===== src/rtl/vnlp_pkg.sv =====
// Shared types and sizes for the VNLP job controller.
package vnlp_pkg;
  localparam int VNLP_ADDR_W    = 9;
  localparam int VNLP_DATA_W    = 10;
  localparam int VNLP_RES_W     = 28;
  localparam int VNLP_LEN_W     = 8;
  localparam int VNLP_MEM_DEPTH = 512;

  typedef enum logic [2:0] {IDLE, LOAD, START, RUN, ABORT, RESP} vnlp_state_e;
endpackage


===== src/rtl/vnlp_watchdog.sv =====
// RUN-phase cycle counter; expired_o flags the TIMEOUT-th enabled cycle.
module vnlp_watchdog #(
  parameter int TIMEOUT = 4095
) (
  input  logic Clk,
  input  logic Reset,
  input  logic clear_i,
  input  logic enable_i,
  output logic expired_o
);
  localparam int CW = $clog2(TIMEOUT + 1);

  logic [CW-1:0] cnt_q, cnt_d;

  always_comb begin
    cnt_d = cnt_q;
    if (clear_i)                                   cnt_d = '0;
    else if (enable_i && cnt_q != CW'(TIMEOUT))    cnt_d = cnt_q + 1'b1;
  end

  always_ff @(posedge Clk or posedge Reset) begin
    if (Reset) cnt_q <= '0;
    else       cnt_q <= cnt_d;
  end

  // Fires in the cycle whose increment reaches TIMEOUT.
  assign expired_o = enable_i && (cnt_q == CW'(TIMEOUT - 1));
endmodule


===== src/rtl/vnlp_job_ctrl.sv =====
// Host job sequencer: loads operands into Memory, starts VNLP, returns the result.
module vnlp_job_ctrl import vnlp_pkg::*; #(
  parameter int ADDR_W  = VNLP_ADDR_W,
  parameter int DATA_W  = VNLP_DATA_W,
  parameter int RES_W   = VNLP_RES_W,
  parameter int LEN_W   = VNLP_LEN_W,
  parameter int TIMEOUT = 4095
) (
  input  logic              Clk,
  input  logic              Reset,
  input  logic              JobValid,
  output logic              JobReady,
  input  logic [ADDR_W:0]   JobWords,
  input  logic              InValid,
  output logic              InReady,
  input  logic [DATA_W-1:0] InData,
  output logic              MemWriteEn,
  output logic [ADDR_W-1:0] MemWriteAdd,
  output logic [DATA_W-1:0] MemWriteData,
  output logic              VStart,
  output logic              VReset,
  input  logic              VDone,
  input  logic [RES_W-1:0]  VResult,
  input  logic [LEN_W-1:0]  VLen,
  output logic              ResValid,
  input  logic              ResReady,
  output logic [RES_W-1:0]  ResResult,
  output logic [LEN_W-1:0]  ResLen,
  output logic              ResTimeout,
  output logic              Busy
);
  localparam logic [ADDR_W:0] DEPTH = (ADDR_W+1)'(1 << ADDR_W);

  vnlp_state_e       state_q, state_d;
  logic [ADDR_W:0]   n_q, n_d, addr_q, addr_d;
  logic              armed_q, armed_d;
  logic              we_q, we_d, vs_q, vs_d, vr_q, vr_d;
  logic [ADDR_W-1:0] wa_q, wa_d;
  logic [DATA_W-1:0] wd_q, wd_d;
  logic              rv_q, rv_d, rto_q, rto_d;
  logic [RES_W-1:0]  rres_q, rres_d;
  logic [LEN_W-1:0]  rlen_q, rlen_d;
  logic              wdg_clr, wdg_en, wdg_exp;
  logic [ADDR_W:0]   n_clamp;

  assign n_clamp = (JobWords > DEPTH) ? DEPTH : JobWords;

  vnlp_watchdog #(.TIMEOUT(TIMEOUT)) u_wdg (
    .Clk       (Clk),
    .Reset     (Reset),
    .clear_i   (wdg_clr),
    .enable_i  (wdg_en),
    .expired_o (wdg_exp)
  );

  always_comb begin
    state_d = state_q;
    n_d     = n_q;
    addr_d  = addr_q;
    armed_d = armed_q;
    we_d    = 1'b0;
    wa_d    = wa_q;
    wd_d    = wd_q;
    vs_d    = 1'b0;
    vr_d    = 1'b0;
    rv_d    = rv_q;
    rres_d  = rres_q;
    rlen_d  = rlen_q;
    rto_d   = rto_q;
    wdg_clr = 1'b0;
    wdg_en  = 1'b0;
    case (state_q)
      IDLE: if (JobValid) begin
        n_d     = n_clamp;
        addr_d  = '0;
        state_d = (n_clamp == '0) ? START : LOAD;
      end
      LOAD: if (InValid) begin
        we_d   = 1'b1;
        wa_d   = addr_q[ADDR_W-1:0];
        wd_d   = InData;
        addr_d = addr_q + 1'b1;
        if (addr_q == n_q - 1'b1) state_d = START;
      end
      START: begin
        vs_d    = 1'b1;
        wdg_clr = 1'b1;
        armed_d = 1'b0;
        state_d = RUN;
      end
      RUN: begin
        wdg_en = 1'b1;
        // A Done level left over from the previous job is ignored until it drops.
        if (!VDone) armed_d = 1'b1;
        if (armed_q && VDone) begin
          rres_d  = VResult;
          rlen_d  = VLen;
          rto_d   = 1'b0;
          rv_d    = 1'b1;
          state_d = RESP;
        end else if (wdg_exp) begin
          vr_d    = 1'b1;
          state_d = ABORT;
        end
      end
      ABORT: begin
        rres_d  = '0;
        rlen_d  = '0;
        rto_d   = 1'b1;
        rv_d    = 1'b1;
        state_d = RESP;
      end
      RESP: if (ResReady) begin
        rv_d    = 1'b0;
        state_d = IDLE;
      end
      default: state_d = IDLE;
    endcase
  end

  always_ff @(posedge Clk or posedge Reset) begin
    if (Reset) begin
      state_q <= IDLE;
      n_q     <= '0;
      addr_q  <= '0;
      armed_q <= 1'b0;
      we_q    <= 1'b0;
      wa_q    <= '0;
      wd_q    <= '0;
      vs_q    <= 1'b0;
      vr_q    <= 1'b0;
      rv_q    <= 1'b0;
      rres_q  <= '0;
      rlen_q  <= '0;
      rto_q   <= 1'b0;
    end else begin
      state_q <= state_d;
      n_q     <= n_d;
      addr_q  <= addr_d;
      armed_q <= armed_d;
      we_q    <= we_d;
      wa_q    <= wa_d;
      wd_q    <= wd_d;
      vs_q    <= vs_d;
      vr_q    <= vr_d;
      rv_q    <= rv_d;
      rres_q  <= rres_d;
      rlen_q  <= rlen_d;
      rto_q   <= rto_d;
    end
  end

  assign JobReady     = (state_q == IDLE);
  assign InReady      = (state_q == LOAD);
  assign Busy         = (state_q != IDLE);
  assign MemWriteEn   = we_q;
  assign MemWriteAdd  = wa_q;
  assign MemWriteData = wd_q;
  assign VStart       = vs_q;
  assign VReset       = vr_q;
  assign ResValid     = rv_q;
  assign ResResult    = rres_q;
  assign ResLen       = rlen_q;
  assign ResTimeout   = rto_q;
endmodule


===== config.mk =====
export PLATFORM = sky130hd
export DESIGN_NAME = vnlp_job_ctrl
export DESIGN_NICKNAME = d
export VERILOG_FILES = /design/src/rtl/vnlp_pkg.sv /design/src/rtl/vnlp_watchdog.sv /design/src/rtl/vnlp_job_ctrl.sv
export SDC_FILE = /design/constraint.sdc
export NUM_CORES = 1
export LEC_CHECK = 0
export CORE_ASPECT_RATIO = 2
export CORE_MARGIN = 8
export CORE_UTILIZATION = 48
export DETAILED_ROUTE_END_ITERATION = 7
export PLACE_DENSITY = 0.84
export SYNTH_ARGS = -nofsm -noshare
export SYNTH_HDL_FRONTEND = slang
export SYNTH_HIERARCHICAL = 1
export SYNTH_SLANG_ARGS = --single-unit
export TNS_END_PERCENT = 1

===== constraint.sdc =====
create_clock -name Clk -period 3.3 [get_ports Clk]
set_clock_uncertainty 0.1 [all_clocks]
set_input_delay 0.66 -clock Clk [delete_from_list [all_inputs] [get_ports Clk]]
set_output_delay 0.66 -clock Clk [all_outputs]
set_load 0.005 [all_outputs]

==> impl_metrics.py <==
metrics = {
    "status": {
        "status": "finished, final reports clean",
    },
    "detailed_routing": {
        "first_pass_iters": 4,
        "finalWirelength_um": 12700,
        "routed_via_density": 5.61,
        "drc": 0,
        "antenna_left": 0,
        "routedWlPerCell_um": 17.6,
        "vias": 4054,
        "drtIter0Drc": 229,
    },
    "layout": {
        "multi_input_area_mm2": 0.00195,
        "drive_gt1_share_pct": 6.62,
        "diodes": 0,
        "instances_no_fill": 723,
        "area.sequential_mm2": 0.00240,
        "fin_nets": 681,
        "area_growth_syn_to_layout_pct": 36.4,
        "final_util_pct": 66.6,
        "fin_area_mm2": 0.00617,
        "fill_cells": 720,
    },
    "sta": {
        "rsz0062_at_grt": "no",
        "setup_tns_ps": 0,
        "fmax_mhz": 368,
        "slew_violations": 0,
        "tightest_slew_ps": 579,
        "holdWs_ps": 374,
        "min_period_over_period_pct": 82.3,
        "period_needed_ps": 2720,
        "setup_viol": 0,
        "setup_ws_ps": 584,
        "max_slew_margin_pct": 60.4,
        "hold_viol": 0,
    },
    "global_routing": {
        "antenna_found_initial": 0,
        "gr-total-overflow": 0,
        "grt_usage_pct": 20.4,
        "first_global_vias": 4181,
        "grt_pass1_wl_um": 21000,
        "grt_max_degree": 39,
    },
    "clock_network": {
        "cts_sinks": 96,
        "ctsResizeCount": 0,
        "htreeDepth": 3,
        "cts_tree": "built",
        "hold_buffers": 0,
        "path_clk_slew_ps": 70,
        "cts_made_buffers": 9,
        "cts_root_buffer": "clkbuf_16",
        "post_cts_buffers": 0,
        "insertion_delay_ps": 350,
        "ctsLongestPathBuffers": 2,
    },
    "floorplanning": {
        "io_pins": 125,
        "initial_utilization_pct": 48.8,
        "fp-row-count": 50,
        "chipWidth_um": 84.6,
        "die_area_mm2": 0.0130,
        "core-area_mm2": 0.00926,
        "die_y_um": 153,
    },
    "setup_path": {
        "worstPathMaxFanout": 10,
        "crit_buf_inv": 2,
        "critPathKind": "reg -> out",
        "path_delay_family": "buffers and inverters",
        "reg2regPathDepth": 7,
        "rrSetupSlack_ps": 960,
        "crit_chain": "or3_1 > inv_1 > clkdlybuf4s50_1",
        "endpoint_kind": "output pin",
        "crit_slowest_cell": "clkdlybuf4s50_1",
        "critical_path_required_ps": 2540,
        "cpPeakStageDelay_ps": 520,
        "start_kind": "flip-flop",
        "r2r_start": "n_q[0]",
        "r2r-end": "state_q[0]",
        "crit_arrival_ps": 1960,
    },
    "power_and_ir_drop": {
        "static-leakage-power_nw": 2.74,
        "p_total_mw": 5.10,
        "p_per_area_mw_per_mm2": 827,
        "vdd_drop_max_uv": 522,
    },
    "logic_synthesis": {
        "yosysSeqAreaShare_pct": 53.1,
        "synthFlopType": "dfrtp_1",
        "ys_warn_count": 6,
        "synth-edff-count": 0,
        "async_reset_ff_share_pct": 100,
        "synth_most_common_cell": "nand2_1",
        "ys_top_cells_by_count": "nand2_1 (151), dfrtp_1 (96), a21oi_1 (49)",
        "syn-cell-area_mm2": 0.00452,
        "ys_ff_latch": 96,
        "syn_avg_cell_area_um2": 9.12,
        "synth_top_area_cell": "dfrtp_1",
        "synth_top_area_share_pct": 53.1,
        "netlist-cell-type-count": 56,
        "synth_area_leaders": "dfrtp_1 (53%), nand2_1 (13%), a21oi_1 (5.4%)",
        "syn-num-nets": 562,
        "syn_inst": 496,
    },
    "flow_run": {
        "cap_violations": 0,
    },
    "min_path": {
        "hp-class": "reg -> reg",
        "whs_path_depth": 2,
        "holdPathEnd": "MemWriteData[9]",
        "hp-start": "MemWriteData[9]",
    },
    "placement": {
        "detailedPlace.worstSlack_ps": 606,
        "gp_congestion": 0.938,
        "place_inst": 708,
        "place_hpwl_um": 9470,
        "place_area_mm2": 0.00586,
        "portBuffers": 124,
    },
}
-- metal layers --
layer,vias to the layer above,GRT usage (%),share of wire [%]
met1,1955,20.4,35
met3,40,5.48,6.8
met2,154,35.3,53
met4,0,14.5,5.1
met5,-,0,0
li1,1905,-,-
-- cells in the final DEF, fill, tap and decap left out, types with 3 or more instances in the layout --
| cell | instances |
|---|---|
| and3_1 | 3 |
| clkbuf_16 | 9 |
| nand3b_1 | 6 |
| or4_1 | 3 |
| xor2_1 | 12 |
| a21oi_1 | 49 |
| buf_4 | 9 |
| o31ai_1 | 5 |
| a22o_1 | 3 |
| nand2_1 | 151 |
| nor2_2 | 4 |
| xnor2_1 | 9 |
| or3_1 | 3 |
| nand4_1 | 8 |
| nor3_1 | 6 |
| nor2_1 | 23 |
| dfrtp_1 | 96 |
| nand3_1 | 8 |
| inv_1 | 12 |
| ha_1 | 4 |
| clkdlybuf4s50_1 | 124 |
| nand2b_1 | 8 |
| o21ai_0 | 17 |
-- registers in the layout, summed over array words and instances, names as in the netlist --
signal,count
addr_q,10
u_wdg/cnt_q,12
ResTimeout,1
n_q,10
VReset,1
VStart,1
MemWriteEn,1
armed_q,1
MemWriteData,10
state_q,3
ResResult,28
ResValid,1
MemWriteAdd,9
ResLen,8
-- logic make-up (layout without fill, tap and decap cells) --
kind of cell / count (synthesis) / count (layout) / share of synthesized area, %
simple gates: 242 / 242 / 24.5
xor+xnor: 21 / 21 / 4.07
flops: 96 / 96 / 53.1
mux: 1 / 1 / 0.249
fa+ha+maj: 4 / 4 / 1.11
compound gates: 93 / 93 / 13.1
buf+inv: 39 / 162 / 3.82
-- power breakdown --
part | total (mW) | switching (mW) | internal (mW)
logic | 2.07 | 0.967 | 1.11
clock network | 1.08 | 0.448 | 0.627
registers | 1.95 | 0.348 | 1.60
total | 5.10 | 1.76 | 3.34
-- cell type report --
| type | instances | share of cell area, % |
|---|---|---|
| clock buffer | 11 | 4.10 |
| clock inverter | 4 | 0.852 |
| inverter | 13 | 0.811 |
| multi-input combinational | 361 | 31.6 |
| sequential | 96 | 38.9 |
| tap | 104 | 2.11 |
| timing repair buffer | 134 | 21.5 |
-- worst max path at each step --
stage | to | depth (start not counted) | from | slack, ps
3_3_place_gp | addr_q[6] | 6 | JobValid | 660
3_5_place_dp | addr_q[7] | 6 | JobValid | 610
5_1_grt | JobReady | 3 | state_q[1] | 510
4_1_cts | JobReady | 3 | state_q[2] | 610
6_report | JobReady | 3 | state_q[2] | 580
2_1_floorplan | MemWriteAdd[0] | 1 | Reset | 370
-- tightest hold or removal path, delay by kind of cell (launching register included) --
kind | cells | cell delay, ps
DFF | 1 | 340
and+or+nand+nor | 2 | 110
No activity file was read; power rests on OpenSTA's default activity.
